<file path="src/rtl/addsub_pkg.sv">
// Shared definitions for the pipelined adder/subtractor: mode encoding and
// the configuration legality check used at elaboration time.
package addsub_pkg;

    localparam logic MODE_ADD = 1'b0;
    localparam logic MODE_SUB = 1'b1;

    function automatic bit cfg_ok(int width, int stages);
        return (width >= 2) && (stages >= 1) && (stages <= width) && ((width % stages) == 0);
    endfunction

endpackage

</file>
<file path="src/rtl/addsub_pipe_if.sv">
// Operand/result handshake bundle for addsub_pipe.
interface addsub_pipe_if #(
    parameter int WIDTH = 16
);
    logic             in_valid;
    logic             in_ready;
    logic [WIDTH-1:0] a;
    logic [WIDTH-1:0] b;
    logic             sub;
    logic             cbin;
    logic             out_valid;
    logic             out_ready;
    logic [WIDTH-1:0] sd;
    logic             cbout;
    logic             ovf;
    logic             zero;

    modport master (
        output in_valid, a, b, sub, cbin, out_ready,
        input  in_ready, out_valid, sd, cbout, ovf, zero
    );

    modport slave (
        input  in_valid, a, b, sub, cbin, out_ready,
        output in_ready, out_valid, sd, cbout, ovf, zero
    );
endinterface

</file>
<file path="src/rtl/addsub_chunk.sv">
// C-bit ripple adder slice; also reports the carry into its MSB so the last
// slice can derive signed overflow.
module addsub_chunk #(
    parameter int C = 4
) (
    input  logic [C-1:0] i_a,
    input  logic [C-1:0] i_b,
    input  logic         i_ci,
    output logic [C-1:0] o_s,
    output logic         o_co,
    output logic         o_cm
);
    logic [C:0] w_sum;

    assign w_sum = {1'b0, i_a} + {1'b0, i_b} + {{C{1'b0}}, i_ci};
    assign o_s   = w_sum[C-1:0];
    assign o_co  = w_sum[C];
    // sum bit = a ^ b ^ carry_in, so the MSB carry-in falls out of the sum
    assign o_cm  = i_a[C-1] ^ i_b[C-1] ^ w_sum[C-1];
endmodule

</file>
<file path="src/rtl/addsub_pipe.sv">
// Pipelined N-bit adder/subtractor: one carry chunk resolved per stage,
// global stall when the output beat is not taken.
module addsub_pipe
    import addsub_pkg::*;
#(
    parameter int WIDTH  = 16,
    parameter int STAGES = 4
) (
    input  logic          clk,
    input  logic          rst_n,
    addsub_pipe_if.slave  bus
);
    localparam int C = WIDTH / STAGES;
    localparam int L = STAGES - 1;

    if (!cfg_ok(WIDTH, STAGES)) begin : g_cfg_err
        $error("addsub_pipe: WIDTH must be >= 2 and a multiple of STAGES");
    end

    logic [STAGES-1:0]            r_vld, r_sub, r_c, r_cm;
    logic [STAGES-1:0][WIDTH-1:0] r_a, r_b, r_sd;
    logic                         r_zero;

    logic [STAGES-1:0]            w_vld_in, w_sub_in, w_ci, w_co, w_cm;
    logic [STAGES-1:0][WIDTH-1:0] w_a_in, w_b_in, w_sd_in, w_sd_nx;
    logic [STAGES-1:0][C-1:0]     w_s;
    logic                         w_en;
    logic                         w_unused_bits;

    for (genvar k = 0; k < STAGES; k++) begin : g_stage
        if (k == 0) begin : g_head
            // b is inverted once on entry; cbin ^ sub gives the effective carry-in
            assign w_vld_in[k] = bus.in_valid;
            assign w_sub_in[k] = (bus.sub == MODE_SUB);
            assign w_a_in[k]   = bus.a;
            assign w_b_in[k]   = (bus.sub == MODE_SUB) ? ~bus.b : bus.b;
            assign w_ci[k]     = bus.cbin ^ (bus.sub == MODE_SUB);
            assign w_sd_in[k]  = '0;
        end else begin : g_body
            assign w_vld_in[k] = r_vld[k-1];
            assign w_sub_in[k] = r_sub[k-1];
            assign w_a_in[k]   = r_a[k-1];
            assign w_b_in[k]   = r_b[k-1];
            assign w_ci[k]     = r_c[k-1];
            assign w_sd_in[k]  = r_sd[k-1];
        end

        addsub_chunk #(.C(C)) u_chunk (
            .i_a  (w_a_in[k][k*C +: C]),
            .i_b  (w_b_in[k][k*C +: C]),
            .i_ci (w_ci[k]),
            .o_s  (w_s[k]),
            .o_co (w_co[k]),
            .o_cm (w_cm[k])
        );
    end

    always_comb begin
        w_sd_nx = w_sd_in;
        for (int k = 0; k < STAGES; k++) begin
            w_sd_nx[k][k*C +: C] = w_s[k];
        end
    end

    assign w_en = bus.out_ready | ~r_vld[L];

    always_ff @(posedge clk) begin
        if (!rst_n) begin
            r_vld  <= '0;
            r_sub  <= '0;
            r_c    <= '0;
            r_cm   <= '0;
            r_a    <= '0;
            r_b    <= '0;
            r_sd   <= '0;
            r_zero <= 1'b0;
        end else if (w_en) begin
            r_vld  <= w_vld_in;
            r_sub  <= w_sub_in;
            r_c    <= w_co;
            r_cm   <= w_cm;
            r_a    <= w_a_in;
            r_b    <= w_b_in;
            r_sd   <= w_sd_nx;
            r_zero <= (w_sd_nx[L] == '0);
        end
    end

    // Only the pending chunk of each operand copy is consumed downstream
    assign w_unused_bits = ^{r_a, r_b, r_cm};

    assign bus.in_ready  = w_en;
    assign bus.out_valid = r_vld[L];
    assign bus.sd        = r_sd[L];
    assign bus.cbout     = r_c[L] ^ r_sub[L];
    assign bus.ovf       = r_c[L] ^ r_cm[L];
    assign bus.zero      = r_zero;
endmodule

</file>
<file path="src/flat_wrapper.sv">
// flat-port wrapper written by rule: the top's interface ports become plain ports
module addsub_pipe_flat import addsub_pkg::*;
#(
    parameter int WIDTH  = 16,
    parameter int STAGES = 4
)
  (clk, rst_n, bus_in_valid, bus_a, bus_b, bus_sub, bus_cbin, bus_out_ready, bus_in_ready, bus_out_valid, bus_sd, bus_cbout, bus_ovf, bus_zero);
  addsub_pipe_if #(.WIDTH(WIDTH)) bus_i ();
  input  logic clk;
  input  logic rst_n;
  input wire logic [$bits(bus_i.in_valid)-1:0] bus_in_valid;
  input wire logic [$bits(bus_i.a)-1:0] bus_a;
  input wire logic [$bits(bus_i.b)-1:0] bus_b;
  input wire logic [$bits(bus_i.sub)-1:0] bus_sub;
  input wire logic [$bits(bus_i.cbin)-1:0] bus_cbin;
  input wire logic [$bits(bus_i.out_ready)-1:0] bus_out_ready;
  output wire logic [$bits(bus_i.in_ready)-1:0] bus_in_ready;
  output wire logic [$bits(bus_i.out_valid)-1:0] bus_out_valid;
  output wire logic [$bits(bus_i.sd)-1:0] bus_sd;
  output wire logic [$bits(bus_i.cbout)-1:0] bus_cbout;
  output wire logic [$bits(bus_i.ovf)-1:0] bus_ovf;
  output wire logic [$bits(bus_i.zero)-1:0] bus_zero;
  assign bus_i.in_valid = bus_in_valid;
  assign bus_i.a = bus_a;
  assign bus_i.b = bus_b;
  assign bus_i.sub = bus_sub;
  assign bus_i.cbin = bus_cbin;
  assign bus_i.out_ready = bus_out_ready;
  assign bus_in_ready = bus_i.in_ready;
  assign bus_out_valid = bus_i.out_valid;
  assign bus_sd = bus_i.sd;
  assign bus_cbout = bus_i.cbout;
  assign bus_ovf = bus_i.ovf;
  assign bus_zero = bus_i.zero;
  addsub_pipe #(.WIDTH(WIDTH), .STAGES(STAGES)) u_core (.clk(clk), .rst_n(rst_n), .bus(bus_i));
endmodule
</file>
<file path="config.mk">
export PLATFORM = sky130hd
export DESIGN_NAME = addsub_pipe_flat
export DESIGN_NICKNAME = d
export VERILOG_FILES = /design/src/rtl/addsub_pkg.sv /design/src/rtl/addsub_pipe_if.sv /design/src/rtl/addsub_chunk.sv /design/src/rtl/addsub_pipe.sv /design/src/flat_wrapper.sv
export SDC_FILE = /design/constraint.sdc
export NUM_CORES = 1
export LEC_CHECK = 0
export CORE_MARGIN = 10
export CORE_UTILIZATION = 47
export DETAILED_ROUTE_END_ITERATION = 8
export PLACE_DENSITY = 0.74
export SKIP_LAST_GASP = 1
export SLEW_MARGIN = 20
export SYNTH_ARGS = -nofsm -noshare
export SYNTH_HDL_FRONTEND = slang
export SYNTH_SLANG_ARGS = --single-unit
</file>
<file path="constraint.sdc">
create_clock -name clk -period 2.5 [get_ports clk]
set_input_delay 0.5 -clock clk [delete_from_list [all_inputs] [get_ports clk]]
set_output_delay 0.5 -clock clk [all_outputs]
set_load 0.01 [all_outputs]
</file>
==> flow_metrics.tcl <==
set metrics [dict create \
    post-route-period-util_pct 91.0 \
    cts_buffers 9 \
    gp_congestion 0.839 \
    p_seq_share_pct 56.0 \
    core_sq_mm 0.00964 \
    fin_cells 674 \
    drtIter0Drc 179 \
    p_clk_share_pct 31.6 \
    switching_share_pct 24.9 \
    wl_met2_mm 3.93 \
    syn2layout_area_growth_pct 14.3 \
    arrival_ps 2520 \
    p_leak_nw 2.19 \
    power.internal_mw 2.41 \
    slew_viol_final 0 \
    post_drt_via_cell_ratio 4.95 \
    synth_top_area_cell "dfxtp_1" \
    synth_edf_count 0 \
    critPathMaxFanout 3 \
    postRouteAntennaNets 0 \
    finalNetCount 594 \
    port_buffers 58 \
    yosysMostFrequentCell "nand2_1" \
    r2r-end "u_core.bus.zero" \
    grt_pass1_wl_mm 15.2 \
    synth_cell_types 31 \
    synth_area_leaders "dfxtp_1, nand2_1, a21boi_0, buf_4, o211a_1" \
    hold_violations 0 \
    diodes 0 \
    status "complete, no violations" \
    wl_met3_um 424 \
    dp_hpwl_mm 6.09 \
    fp.dieArea_sq_mm 0.0141 \
    crit_path_start "bus_sub" \
    rows 36 \
    fin_crit_ps 2280 \
    pwr-share-comb_pct 12.4 \
    fp.dieW_um 119 \
    yosys_warnings 0 \
    io_pins 59 \
    yosys-top-cells-count "nand2_1, dfxtp_1, a21boi_0" \
    async_flop_share_pct 0 \
    post-route-drc-count 0 \
    powerDensity_mw_per_mm2 611 \
    rsz0062_at_grt "false" \
    cts.path.max_buffers 2 \
    multi_input_area_sq_mm 0.00219 \
    crit_type "input pin to register" \
    fin_skew_ps 5.97 \
    cts_tree "built" \
    seqCellArea_sq_mm 0.00204 \
    worst_pin_slew_ps 791 \
    setup_viol 0 \
    grt_overflow_total 0 \
    final_util_pct 54.5 \
    post-cts-setup-buffers 0 \
    drive_above_1_share_pct 5.18 \
    irDropWorstVdd_v 0.000341 \
    endpoint "u_core.r_c[0]" \
    initial_utilization_pct 47.7 \
    ys_seq_area_share_pct 44.4 \
    wl_mm 8.66 \
    drt_first_pass_iters 4 \
    r2r_setup_slack_ps 430 \
    grt_pass1_vias 3163 \
    synth_top_area_share_pct 44.4 \
    drv_cap 0 \
    slew_headroom_pct 47.2 \
    synth_flop_cell "dfxtp_1" \
    cp-start-kind "input pin" \
    dp.cells 658 \
    critical_path.endpoint_type "register" \
    clockRootBuffer "clkbuf_8" \
    grtUsageTotal_pct 12.5 \
    grt_antenna_before_repair 0 \
    fmax_mhz 440 \
    met1Wirelength_mm 4.10 \
    clock_sinks 102 \
    avgSynthCellArea_sq_um 8.99 \
    top_layer "met4" \
    num_vias 3338 \
    die_height_um 119 \
    power.switching_uw 799 \
    cts.htree.levels 3 \
    clk_pin_slew_ps 100 \
    synthCells 511 \
    synth_area_sq_mm 0.00459 \
    crit_required_ps 2740 \
    fillers 912 \
    hold_start "u_core.r_sd[0]" \
    r2r_cells 6 \
    syn-num-nets 569 \
    synth-seq-cells 102 \
    ctsHoldBuffers 0 \
    hold_class "register to register" \
    ctsResizeCount 0 \
    reg2reg_from "u_core.r_a[44]" \
    clkLatencyLatePin_ps 360 \
    wl_per_cell_um 12.8 \
    grt_max_degree 126 \
]
worst min path at each step:
stage	endpoint	depth (start not counted)	slack [ps]
detailed placement	u_core.r_a[31]	2	450
global route	u_core.bus.sd[11]	2	480
CTS	u_core.r_a[31]	2	470
global placement	u_core.r_vld[1]	2	450
finish	u_core.r_sd[0]	2	460
floorplan	u_core.r_vld[3]	1	440
sequential cells by signal (all words and copies together) (netlist names):
name / count
u_core.r_vld: 4
u_core.r_c: 4
u_core.r_a: 24
u_core.r_b: 24
u_core.r_sd: 24
u_core.bus.sd: 16
u_core.bus.zero: 1
u_core.r_cm: 1
u_core.r_sub: 4
metal layers:
layer	vias to the layer above	track usage [%]
li1	1733	-
met1	1524	15.9
met2	64	20.0
met3	17	2.93
met4	0	5.42
met5	-	0
kinds of logic (layout without fill, tap and decap cells):
family                     Yosys count  in the layout  share of synthesized area, %
AOI/OAI and AO/OA                  122            122                          20.1
xor gates and xnor gates            23             23                          4.38
adders and majority gates           20             20                          6.75
buffers and inverters               57             87                          8.09
DFF                                102            102                          44.4
and+or+nand+nor                    187            187                          16.2
worst max-delay path, cell delays in order:
cell             delay (ps)
clkdlybuf4s50_1         530
xor2_1                  220
fa_1                    440
fa_1                    420
a21o_1                  190
a21oi_1                 130
a21oi_1                  70
stage by stage:
stage	area, sq um	setup slack (ps)	setup TNS [ps]	power, mW	hold WS, ps
after floorplan	4590	169	0	2.09	440
after global placement	5060	-142	-218	2.22	448
after detailed placement	5060	-160	-357	2.23	454
after CTS	5250	243	0	3.24	467
after global routing	5250	139	0	3.37	483
final	5250	225	0	3.21	462
cell type report:
type / count / share of cell area, %
flip-flops and latches: 102 / 38.9
repair buffers: 66 / 12.3
inverters: 5 / 0.405
multi-input cells: 352 / 41.6
clock inverters: 7 / 1.24
clock buffers: 9 / 2.36
well taps: 133 / 3.17
placed cells by master, fill, tap and decap left out, types with 8 or more instances in the layout:
cell type / count
fa_1: 8
dfxtp_1: 102
clkbuf_8: 9
clkdlybuf4s50_1: 57
a21boi_0: 75
nand2_1: 169
o211a_1: 17
ha_1: 12
xnor2_1: 16
a21oi_1: 10
power groups by stage:
stage	sequential [mW]	combinational [mW]	clock [mW]
after floorplan	1.82	0.277	0
after global placement	1.83	0.392	0
after detailed placement	1.83	0.401	0
after CTS	1.80	0.405	1.04
after global routing	1.81	0.459	1.10
final	1.79	0.398	1.01
No activity file was read; power rests on OpenSTA's default activity.
